===== config.mk =====
export PLATFORM = sky130hd
export DESIGN_NAME = sccb_config_sequencer_flat
export DESIGN_NICKNAME = d
export VERILOG_FILES = /design/src/rtl/sccb_config_sequencer_if.sv /design/src/rtl/sccb_config_sequencer.sv /design/src/flat_wrapper.sv
export SDC_FILE = /design/constraint.sdc
export NUM_CORES = 1
export LEC_CHECK = 0
export ABC_CLOCK_PERIOD_IN_PS = 5800
export BUFFER_PORTS_ARGS = -buffer_cell sky130_fd_sc_hd__buf_4
export CAP_MARGIN = 25
export CORE_MARGIN = 2
export CORE_UTILIZATION = 30
export CTS_BUF_LIST = sky130_fd_sc_hd__clkbuf_8
export DETAILED_ROUTE_END_ITERATION = 6
export PLACE_DENSITY_LB_ADDON = 0.25
export SYNTH_ARGS = -nofsm -noshare
export SYNTH_HDL_FRONTEND = slang
export SYNTH_SLANG_ARGS = --single-unit

===== constraint.sdc =====
create_clock -name clk -period 5.8 [get_ports clk]
set_input_delay 1.16 -clock clk [delete_from_list [all_inputs] [get_ports clk]]
set_output_delay 1.16 -clock clk [all_outputs]
set_load 0.005 [all_outputs]

===== src/rtl/sccb_config_sequencer_if.sv =====
// ---------------------------------------------------------------------------
// sccb_config_sequencer_if
//
// Bundles the sequencer's control, LUT and SCCB pad signals.
//   master : the sequencer (drives lut_index, sioc, siod_o/oe, status)
//   slave  : system/camera side (drives start, lut_data, siod_i)
//
// Signals
//   start        one-cycle pulse, begins a sweep from index 0 when idle
//   lut_index    current table index
//   lut_data     combinational LUT entry {reg[15:8], val[7:0]}
//   sioc         SCCB clock
//   siod_o       SIOD drive value (always 0)
//   siod_oe      1 = pull SIOD low, 0 = release to the pull-up
//   siod_i       SIOD pad readback
//   busy / done  sweep in progress / sweep finished
//   write_count  bus writes completed this sweep
//   nack_count   don't-care bits sampled high (saturating)
// ---------------------------------------------------------------------------
interface sccb_config_sequencer_if #(
  parameter int IDX_W = 8
) ();
  logic             start;
  logic [IDX_W-1:0] lut_index;
  logic [15:0]      lut_data;
  logic             sioc;
  logic             siod_o;
  logic             siod_oe;
  logic             siod_i;
  logic             busy;
  logic             done;
  logic [IDX_W-1:0] write_count;
  logic [7:0]       nack_count;

  modport master (
    input  start, lut_data, siod_i,
    output lut_index, sioc, siod_o, siod_oe, busy, done, write_count, nack_count
  );

  modport slave (
    output start, lut_data, siod_i,
    input  lut_index, sioc, siod_o, siod_oe, busy, done, write_count, nack_count
  );
endinterface


===== src/rtl/sccb_config_sequencer.sv =====
// ---------------------------------------------------------------------------
// sccb_config_sequencer
//
// Walks an external combinational register table and writes each
// {reg, value} entry to an OV7670 over the write-only 3-phase SCCB bus.
// Table entries 16'hFFFF end the sweep, 16'hFExx insert a delay of
// xx*DELAY_UNIT cycles, and 16'h0000 is skipped when SKIP_ZERO is set.
//
// Ports
//   clk    system clock
//   reset  asynchronous, active-high reset
//   bus    sccb_config_sequencer_if.master (LUT, SCCB pads, status)
// ---------------------------------------------------------------------------
module sccb_config_sequencer #(
  parameter int         IDX_W      = 8,
  parameter int         ROM_DEPTH  = 168,
  parameter logic [7:0] DEV_ADDR   = 8'h42,
  parameter int         QTR        = 125,
  parameter int         GAP_CYCLES = 1000,
  parameter int         DELAY_UNIT = 100000,
  parameter bit         SKIP_ZERO  = 1'b1,
  parameter bit         CHECK_ACK  = 1'b1
) (
  input  logic                    clk,
  input  logic                    reset,
  sccb_config_sequencer_if.master bus
);

  localparam logic [3:0] S_IDLE   = 4'd0;
  localparam logic [3:0] S_FETCH  = 4'd1;
  localparam logic [3:0] S_DECODE = 4'd2;
  localparam logic [3:0] S_DELAY  = 4'd3;
  localparam logic [3:0] S_START  = 4'd4;
  localparam logic [3:0] S_BITS   = 4'd5;
  localparam logic [3:0] S_STOP   = 4'd6;
  localparam logic [3:0] S_GAP    = 4'd7;
  localparam logic [3:0] S_DONE   = 4'd8;

  localparam int QW = $clog2(QTR);

  logic [3:0]       state_q,   state_d;
  logic [IDX_W-1:0] idx_q,     idx_d;
  logic [IDX_W-1:0] wcnt_q,    wcnt_d;
  logic [7:0]       nack_q,    nack_d;
  logic [15:0]      entry_q,   entry_d;
  logic [26:0]      shreg_q,   shreg_d;
  logic [QW-1:0]    qcnt_q,    qcnt_d;
  logic [1:0]       quarter_q, quarter_d;
  logic [4:0]       bit_q,     bit_d;
  logic [31:0]      wait_q,    wait_d;
  logic             sioc_q,    sioc_d;
  logic             oe_q,      oe_d;
  logic             advance;
  logic             q_end;
  logic             ack_bit;

  assign q_end   = (qcnt_q == QW'(QTR - 1));
  // Don't-care (ACK) slots follow each byte: bit counts 8, 17 and 26.
  assign ack_bit = (bit_q == 5'd8) || (bit_q == 5'd17) || (bit_q == 5'd26);

  // Pad levels for a given phase: returns {sioc, siod_oe}. The data bit is
  // held on siod_oe for all four quarters so SIOD only moves while SIOC is
  // low; X bits are stored as 1 so they release the line like a 1 bit.
  function automatic logic [1:0] bus_drive(input logic [3:0] st,
                                           input logic [1:0] q,
                                           input logic       b);
    case (st)
      S_START: bus_drive = 2'b11;
      S_BITS:  bus_drive = {(q == 2'd1) || (q == 2'd2), ~b};
      S_STOP:  bus_drive = {(q != 2'd0), (q != 2'd2)};
      default: bus_drive = 2'b10;
    endcase
  endfunction

  always_comb begin
    // NOTE: every signal written here gets a default first so no path can
    // leave it unassigned and infer a latch.
    state_d   = state_q;
    idx_d     = idx_q;
    wcnt_d    = wcnt_q;
    nack_d    = nack_q;
    entry_d   = entry_q;
    shreg_d   = shreg_q;
    qcnt_d    = qcnt_q;
    quarter_d = quarter_q;
    bit_d     = bit_q;
    wait_d    = wait_q;
    advance   = 1'b0;

    if (state_q == S_START || state_q == S_BITS || state_q == S_STOP)
      qcnt_d = q_end ? '0 : qcnt_q + 1'b1;

    case (state_q)
      S_IDLE, S_DONE: begin
        if (bus.start) begin
          idx_d   = '0;
          wcnt_d  = '0;
          nack_d  = '0;
          state_d = S_FETCH;
        end
      end
      S_FETCH: begin
        entry_d = bus.lut_data;
        state_d = S_DECODE;
      end
      S_DECODE: begin
        if (entry_q == 16'hFFFF) begin
          state_d = S_DONE;
        end else if (entry_q[15:8] == 8'hFE) begin
          if (entry_q[7:0] == 8'h00) begin
            advance = 1'b1;
          end else begin
            wait_d  = 32'(entry_q[7:0]) * 32'(DELAY_UNIT) - 32'd1;
            state_d = S_DELAY;
          end
        end else if (SKIP_ZERO && entry_q == 16'h0000) begin
          advance = 1'b1;
        end else begin
          shreg_d   = {DEV_ADDR, 1'b1, entry_q[15:8], 1'b1, entry_q[7:0], 1'b1};
          qcnt_d    = '0;
          quarter_d = 2'd0;
          state_d   = S_START;
        end
      end
      S_DELAY, S_GAP: begin
        if (wait_q == 32'd0) advance = 1'b1;
        else                 wait_d  = wait_q - 32'd1;
      end
      S_START: begin
        if (q_end) begin
          if (quarter_q == 2'd1) begin
            quarter_d = 2'd0;
            bit_d     = 5'd0;
            state_d   = S_BITS;
          end else begin
            quarter_d = quarter_q + 2'd1;
          end
        end
      end
      S_BITS: begin
        // Sample at the end of the SIOC-high window; a high reading is only
        // counted, the sweep carries on regardless.
        if (CHECK_ACK && ack_bit && quarter_q == 2'd2 && q_end &&
            bus.siod_i && nack_q != 8'hFF)
          nack_d = nack_q + 8'd1;
        if (q_end) begin
          if (quarter_q == 2'd3) begin
            quarter_d = 2'd0;
            if (bit_q == 5'd26) begin
              state_d = S_STOP;
            end else begin
              bit_d   = bit_q + 5'd1;
              shreg_d = {shreg_q[25:0], 1'b1};
            end
          end else begin
            quarter_d = quarter_q + 2'd1;
          end
        end
      end
      S_STOP: begin
        if (q_end) begin
          if (quarter_q == 2'd2) begin
            quarter_d = 2'd0;
            wcnt_d    = wcnt_q + 1'b1;
            if (GAP_CYCLES == 0) begin
              advance = 1'b1;
            end else begin
              wait_d  = 32'(GAP_CYCLES - 1);
              state_d = S_GAP;
            end
          end else begin
            quarter_d = quarter_q + 2'd1;
          end
        end
      end
      default: state_d = S_IDLE;
    endcase

    if (advance) begin
      if (idx_q == IDX_W'(ROM_DEPTH - 1)) begin
        state_d = S_DONE;
      end else begin
        idx_d   = idx_q + 1'b1;
        state_d = S_FETCH;
      end
    end

    // Pads are registered from the next state so they never glitch.
    {sioc_d, oe_d} = bus_drive(state_d, quarter_d, shreg_d[26]);
  end

  // NOTE: state uses non-blocking assignments so every register samples the
  // pre-edge values regardless of statement order.
  always_ff @(posedge clk or posedge reset) begin
    if (reset) begin
      // NOTE: the entry/shift datapath is reset too; it costs little and
      // keeps the pads and X-propagation deterministic after a mid-frame reset.
      state_q   <= S_IDLE;
      idx_q     <= '0;
      wcnt_q    <= '0;
      nack_q    <= '0;
      entry_q   <= '0;
      shreg_q   <= '0;
      qcnt_q    <= '0;
      quarter_q <= 2'd0;
      bit_q     <= 5'd0;
      wait_q    <= 32'd0;
      sioc_q    <= 1'b1;
      oe_q      <= 1'b0;
    end else begin
      state_q   <= state_d;
      idx_q     <= idx_d;
      wcnt_q    <= wcnt_d;
      nack_q    <= nack_d;
      entry_q   <= entry_d;
      shreg_q   <= shreg_d;
      qcnt_q    <= qcnt_d;
      quarter_q <= quarter_d;
      bit_q     <= bit_d;
      wait_q    <= wait_d;
      sioc_q    <= sioc_d;
      oe_q      <= oe_d;
    end
  end

  assign bus.lut_index   = idx_q;
  assign bus.sioc        = sioc_q;
  assign bus.siod_o      = 1'b0;
  assign bus.siod_oe     = oe_q;
  assign bus.busy        = (state_q != S_IDLE) && (state_q != S_DONE);
  assign bus.done        = (state_q == S_DONE);
  assign bus.write_count = wcnt_q;
  assign bus.nack_count  = nack_q;

endmodule

===== src/flat_wrapper.sv =====
// flat-port wrapper written by rule: the top's interface ports become plain ports
module sccb_config_sequencer_flat 
#(
  parameter int         IDX_W      = 8,
  parameter int         ROM_DEPTH  = 168,
  parameter logic [7:0] DEV_ADDR   = 8'h42,
  parameter int         QTR        = 125,
  parameter int         GAP_CYCLES = 1000,
  parameter int         DELAY_UNIT = 100000,
  parameter bit         SKIP_ZERO  = 1'b1,
  parameter bit         CHECK_ACK  = 1'b1
)
  (clk, reset, bus_start, bus_lut_data, bus_siod_i, bus_lut_index, bus_sioc, bus_siod_o, bus_siod_oe, bus_busy, bus_done, bus_write_count, bus_nack_count);
  sccb_config_sequencer_if #(.IDX_W(IDX_W)) bus_i ();
  input  logic clk;
  input  logic reset;
  input wire logic [$bits(bus_i.start)-1:0] bus_start;
  input wire logic [$bits(bus_i.lut_data)-1:0] bus_lut_data;
  input wire logic [$bits(bus_i.siod_i)-1:0] bus_siod_i;
  output wire logic [$bits(bus_i.lut_index)-1:0] bus_lut_index;
  output wire logic [$bits(bus_i.sioc)-1:0] bus_sioc;
  output wire logic [$bits(bus_i.siod_o)-1:0] bus_siod_o;
  output wire logic [$bits(bus_i.siod_oe)-1:0] bus_siod_oe;
  output wire logic [$bits(bus_i.busy)-1:0] bus_busy;
  output wire logic [$bits(bus_i.done)-1:0] bus_done;
  output wire logic [$bits(bus_i.write_count)-1:0] bus_write_count;
  output wire logic [$bits(bus_i.nack_count)-1:0] bus_nack_count;
  assign bus_i.start = bus_start;
  assign bus_i.lut_data = bus_lut_data;
  assign bus_i.siod_i = bus_siod_i;
  assign bus_lut_index = bus_i.lut_index;
  assign bus_sioc = bus_i.sioc;
  assign bus_siod_o = bus_i.siod_o;
  assign bus_siod_oe = bus_i.siod_oe;
  assign bus_busy = bus_i.busy;
  assign bus_done = bus_i.done;
  assign bus_write_count = bus_i.write_count;
  assign bus_nack_count = bus_i.nack_count;
  sccb_config_sequencer #(.IDX_W(IDX_W), .ROM_DEPTH(ROM_DEPTH), .DEV_ADDR(DEV_ADDR), .QTR(QTR), .GAP_CYCLES(GAP_CYCLES), .DELAY_UNIT(DELAY_UNIT), .SKIP_ZERO(SKIP_ZERO), .CHECK_ACK(CHECK_ACK)) u_core (.clk(clk), .reset(reset), .bus(bus_i));
endmodule

# Yosys cells after proc, flatten, opt, wreduce, memory -nomap -nowiden
# Cells that the tools add are included.
dict set report op_classes {
  mul 1
  mux 68
  n_eq_ne 41
  n_reduce_logical 28
  add_sub_neg 8
  n_bitwise 1
}
# operator count
set op_table {}
lappend op_table {{$mux 32} 6}
lappend op_table {{$mux 27} 6}
lappend op_table {{$pmux 32 s3} 1}
lappend op_table {{$mux 8} 8}
lappend op_table {{$mux 4} 14}
lappend op_table {{$pmux 27 s2} 1}
lappend op_table {{$mux 7} 6}
lappend op_table {{$logic_not 32->1} 1}
lappend op_table {{$pmux 8 s2} 2}
lappend op_table {{$sub 32x1->32 const B} 1}
lappend op_table {{$eq 4x3->1 const B} 7}
lappend op_table {{$pmux 4 s7} 1}
lappend op_table {{$sub 25x1->26 const B} 1}
lappend op_table {{$mux 5} 5}
lappend op_table {{$add 8x1->8 const B} 3}
lappend op_table {{$ne 2x2->1 const B} 12}
lappend op_table {{$mul 8x12->20 const B} 1}
lappend op_table {{$mux 2} 9}
lappend op_table {{$eq 16x16->1 const B} 1}
lappend op_table {{$eq 8x8->1 const B} 2}
lappend op_table {{$logic_not 16->1} 1}
lappend op_table {{$reduce_and 7->1} 2}
lappend op_table {{$eq 5x5->1 const B} 2}
lappend op_table {{$pmux 5 s2} 1}
lappend op_table {{29 further kinds} 53}
dict set report word_totals {
  register_bits 119
  in_bits 20
  word_cells 160
  out_inout_bits 29
}

# Longest topological paths before layout
dict set report logic_depth {
  depth_word 9
  mapped_depth 16
  mapped_depth_nobuf 15
}

# Worst setup path after synthesis
# OpenSTA, ideal clock, no wires.
dict set report synth_path {
  path_type {register to register}
  start {register u_core.entry_q[6]}
  end {register u_core.wait_q[27]}
  t_required_ns 5.713
  period_less_slack_ns 4.596
  arrival_time_ns 4.509
  n_path_buf 1
  stages_incl_launch_ff 15
  setup_slack_ns 1.204
  setup_time_ns 0.087
  cell_sequence {dfrtp_1 inv_1 ha_1 ha_1 fa_1 fa_1 ha_1 clkbuf_1 a21o_2 or4_4 a222oi_1 nand3_2 a2111oi_4 nand4_4 o211ai_1}
}
dict set report synth_via {
  elab_chain_len 6
  word_cells_on_any_way 11
  classes_between {add/sub: 1; mul: 1; eq/ne: 3; mux: 4; reduce/logical: 2}
}
# element line_no
set synth_lines {}
lappend synth_lines {{start, declared} sccb_config_sequencer.sv:45} ;# logic [15:0] entry_q, entry_d;
lappend synth_lines {{start signal, assigned} sccb_config_sequencer.sv:215} ;# entry_q <= entry_d;
lappend synth_lines {{$mul 8x12->20} sccb_config_sequencer.sv:113} ;# wait_d = 32'(entry_q[7:0]) * 32'(DELAY_UNIT) - 32'd1;
lappend synth_lines {{$sub 25x1->26} sccb_config_sequencer.sv:113}
lappend synth_lines {{$mux 32} sccb_config_sequencer.sv:110} ;# if (entry_q[7:0] == 8'h00) begin
lappend synth_lines {{$mux 32} sccb_config_sequencer.sv:109} ;# end else if (entry_q[15:8] == 8'hFE) begin
lappend synth_lines {{$mux 32} sccb_config_sequencer.sv:107} ;# if (entry_q == 16'hFFFF) begin
lappend synth_lines {{$pmux 32 s3} sccb_config_sequencer.sv:93} ;# case (state_q)
lappend synth_lines {{end signal, assigned} sccb_config_sequencer.sv:220} ;# wait_q <= wait_d;
lappend synth_lines {{end, declared} sccb_config_sequencer.sv:50} ;# logic [31:0] wait_q, wait_d;
# Several ways; a longest one is shown, not always the timed one. The select of a mux whose other input is x is not followed.
# A chain may end at the register's enable or synchronous reset.

# Final worst setup path
dict set report layout_path {
  start {register u_core.entry_q[2]}
  end {register u_core.wait_q[27]}
}
# The elaborated chain is that of the path after synthesis.

==> reports/summary.md <==
The number of resized instances in the post-cts repair step is 0. The critical path goes through ha_1 > ha_1 > inv_1 > fa_1 > inv_1 > fa_1 > ha_1 > a211oi_1 > o211ai_1 > a221oi_2 > o21ai_0 > a21oi_1 > xor2_1 > nand4_4 > o211ai_1. The run gives 0 as the number of setup buffers added after CTS.

At the placement stage, the worst setup path has a slack of 832 ps. STA classifies the critical path endpoint as a flop. The logic depth of the worst register-to-register path was 15; the placeable core region was 26800 um^2. The number of ports placed on the die boundary was 49; the final-report setup violation count was 0. Summed over all instances, the cell type with the most area after synthesis is sky130_fd_sc_hd__dfrtp_1. Counting both buffers and inverters, the worst setup path holds a total of 2. The critical path is of the flop to flop type. For the pin with the worst max-slew slack, the measured transition is 728 ps. In the final routed layout, each cell accounts on average for 15.3 um. After detailed routing, the number of vias per cell comes to 5.10. In this run the remaining antenna-violating nets after routing total 0. The die covers 28500 um^2. The post-route fraction of the period consumed by the critical path was 86.2%. From synthesis to final layout, the design area changed by 15.1%. Row generation in the floorplan step produced 60 rows.

Setup repair after global routing left no endpoint under its margin. The congestion estimate from routability-driven global placement came to 0.796. The run gives 33.9 mm as the global-route wire length before repair. The proportion of synthesized chip area in sequential cells is 36.6%, and the routed length on met2 is 8.78 mm.

Counting flops with an async set or reset pin after synthesis yields a share of 100%. Most frequent cell on the critical path: sky130_fd_sc_hd__ha_1. The tools report the headroom to the max-slew limit as 51.1%. Total inserted antenna cells: 0. The final count of hold timing violations came out at 0. The tree is rooted in a sky130_fd_sc_hd__clkbuf_8. The minimum clock period was 5000 ps.

The highest layer touched by signal routing is met4. Counting flops with a built-in enable in the synthesized netlist gives 0. For this run, design rule violations remaining after detail routing come to 0.

The tools report the via count of the first global-routing pass as 6480. The first TritonRoute pass finished after 5 iterations. For the largest net degree at the start of global routing, the log shows 76.

The tightest min-delay check is of the flop to flop type. The slowest stage of the critical path is the sky130_fd_sc_hd__fa_1 cell. The worst register-to-register path ends at u_core.wait_q[27]. TritonCTS built the clock tree. After detailed routing, the total wire length is 20.0 mm. The worst hold path terminates at u_core.shreg_q[17]. The worst setup path is launched from a flop. The sum of negative setup slack is 0 ps, and the count of cell types in the netlist is 78.

For the worst setup path, the data required time is 6160 ps. The run gives 798 ps as the smallest setup slack after layout. The placed wire-length estimate is 14.6 mm, and the register bit total from synthesis is 119.

After synthesis, the mean cell area works out to 8.95 um^2. The run gives 909 as the count of mapped cells out of synthesis. The clock arrives with 13.4 ps of skew.

The cell type group with the largest total delay on the critical path is adder cells. For the mapped cell area, the log shows 8140 um^2. The tools report the number of maximum-capacitance violations as 0. The routed length on met1 is 10.3 mm. The cts-stage hold buffer count was 0; the number of I/O port buffers was 47. Count of H-tree levels built during CTS: 4. In this run the most critical hold path is launched from u_core.shreg_q[17]. The startpoint identified for the worst register-to-register timing path is u_core.entry_q[2].

The tree built by TritonCTS fans out to 119 sinks. For flop-to-flop paths, the worst setup slack is 800 ps. The number of nets handed over by synthesis was 1017. The worst hold path passes through 2 cells.

The run finished with clean final reports. Number of buffers created by CTS: 17. The total of warnings raised by yosys is 0, and the starting DRC count in detailed routing is 471. In the detailed route, the total length drawn on met3 is 668 um. The net count of the finished layout is 1063. The overall via count from detail_route is 6666, and the y dimension of the die is 169 um. The number of antenna violations at the first check in global routing came out at 0.

The clock-pin slew of the registers on the worst-case setup and hold paths is 70 ps. The run gives 2 as the number of buffers between clock root and the deepest sink. The count of pins over their slew limit is 0, and the share of cells above drive strength 1 is 13.7%.

Once the floorplan was initialized, standard cells occupied 30.4% of the core. Global routing consumed, over all layers together, 14.7% of the routing resources. By area the synthesized netlist is led by sky130_fd_sc_hd__dfrtp_1, sky130_fd_sc_hd__ha_1, sky130_fd_sc_hd__nand2_1, sky130_fd_sc_hd__o21ai_0, sky130_fd_sc_hd__nor2_1.

At the later pin of the worst-skew pair, clock insertion delay measures 450 ps. Data arrives at the worst endpoint at 5360 ps. Timing would allow up to 0.200 GHz.

Of all nets on the critical path, the largest fanout is 7. The total congestion overflow after global routing came out at 0. The area share of the largest cell type after synthesis works out to 36.3%.

For this run, the leading register cell type out of synthesis is sky130_fd_sc_hd__dfrtp_1. The maximum cell stage delay along the critical path is 510 ps. The floorplan step set the die width to 169 um.
## how the worst max path moves through the flow
stage | start | end | slack, ps | cells past startpoint
floorplan | u_core.entry_q[6] | u_core.wait_q[27] | 1200 | 14
global placement | u_core.entry_q[2] | u_core.wait_q[29] | 920 | 15
detailed placement | u_core.entry_q[2] | u_core.wait_q[27] | 830 | 15
CTS | u_core.entry_q[2] | u_core.wait_q[27] | 800 | 15
global route | u_core.entry_q[2] | u_core.wait_q[27] | 390 | 15
finish | u_core.entry_q[2] | u_core.wait_q[27] | 800 | 15
## cells by family after synthesis
| family | Yosys count | synth area share, % |
|---|---|---|
| AND/OR/NAND/NOR | 365 | 21.8 |
| AO/OA/AOI/OAI | 217 | 17.7 |
| flip-flops | 119 | 36.6 |
| adder cells (fa/ha/maj) | 88 | 14.6 |
| buffers and inverters | 64 | 3.01 |
| XOR/XNOR | 43 | 4.63 |
| multiplexers | 12 | 1.60 |
| other | 1 | 0.0461 |
## metal layers
| metal | GRT usage (%) | up-vias |
|---|---|---|
| met2 | 21.7 | 116 |
| li1 | - | 3365 |
| met3 | 3.02 | 15 |
| met4 | 3.90 | 0 |
| met5 | 0 | - |
| met1 | 21.6 | 3170 |
## flip-flops by register name, summed over array words and instances (netlist names)
signal / flops
u_core.bit_q: 5
u_core.shreg_q: 27
u_core.qcnt_q: 7
u_core.wait_q: 32
u_core.bus.lut_index: 8
u_core.entry_q: 16
u_core.bus.siod_oe: 1
u_core.bus.sioc: 1
u_core.bus.nack_count: 8
u_core.quarter_q: 2
u_core.bus.write_count: 8
u_core.state_q: 4
## synth_stat cells (all sizes together) (3+ instances only)
cell type  number
nor2           78
nor3           29
xnor2          16
nor4           10
a22o            9
nand4          14
nand3b          6
mux2            8
buf             6
o22a            4
mux2i           4
nand2         139
and3            4
nand2b          3
nor3b           4
or3            12
clkbuf         27
or2            10
a21oi          52
o22ai           7
or4             4
o211ai         10
fa             12
dfrtp         118
a31oi           8
a2111oi         4
o21ai          68
a21o            9
and2            5
inv            31
xor2           27
nand3          35
o32ai           3
a22oi          19
ha             76
a211oi          6
## layout make-up
class                      count  area [um^2]
clock inverter                11          171
timing repair buffer          60          467
fill                        2760        17400
clock buffer                  20          275
tap                          341          427
inverter                      31          119
sequential                   119         2980
multi-input combinational    726         4930
## worst min-delay path, cell delays in order (launching register included)
cell and delay, ps:
sky130_fd_sc_hd__dfrtp_1 340, sky130_fd_sc_hd__nand2_1 50, sky130_fd_sc_hd__nand2_1 50
## stage by stage
stage | std cells | cell area, um^2 | hold slack (ps) | util, %
detailed placement | 1275 | 8880 | 463 | 33.1
global route | 1308 | 9370 | 500 | 34.9
global placement | 1274 | 8880 | 457 | 33.1
floorplan | 909 | 8140 | 440 | -
finish | 1308 | 9370 | 477 | 34.9
CTS | 1306 | 9330 | 482 | 34.8
## cells in the final DEF (no fill, tap or decap), types with 13 or more instances in the layout
master                     netlist  final
sky130_fd_sc_hd__nand4_1        13     13
sky130_fd_sc_hd__nor2_1         78     78
sky130_fd_sc_hd__o21ai_0        66     66
sky130_fd_sc_hd__xor2_1         27     27
sky130_fd_sc_hd__inv_1          31     30
sky130_fd_sc_hd__a21oi_1        52     52
sky130_fd_sc_hd__nand3_1        34     34
sky130_fd_sc_hd__buf_4           1     58
sky130_fd_sc_hd__nor3_1         27     26
sky130_fd_sc_hd__nand2_1       139    139
sky130_fd_sc_hd__clkbuf_8        0     20
sky130_fd_sc_hd__dfrtp_1       118    118
sky130_fd_sc_hd__a22oi_1        19     19
sky130_fd_sc_hd__xnor2_1        16     16
sky130_fd_sc_hd__ha_1           76     76
Power is left out: the tool's default activity adds up to more than one toggle a clock period on the data nets, which glitch-free logic cannot reach.
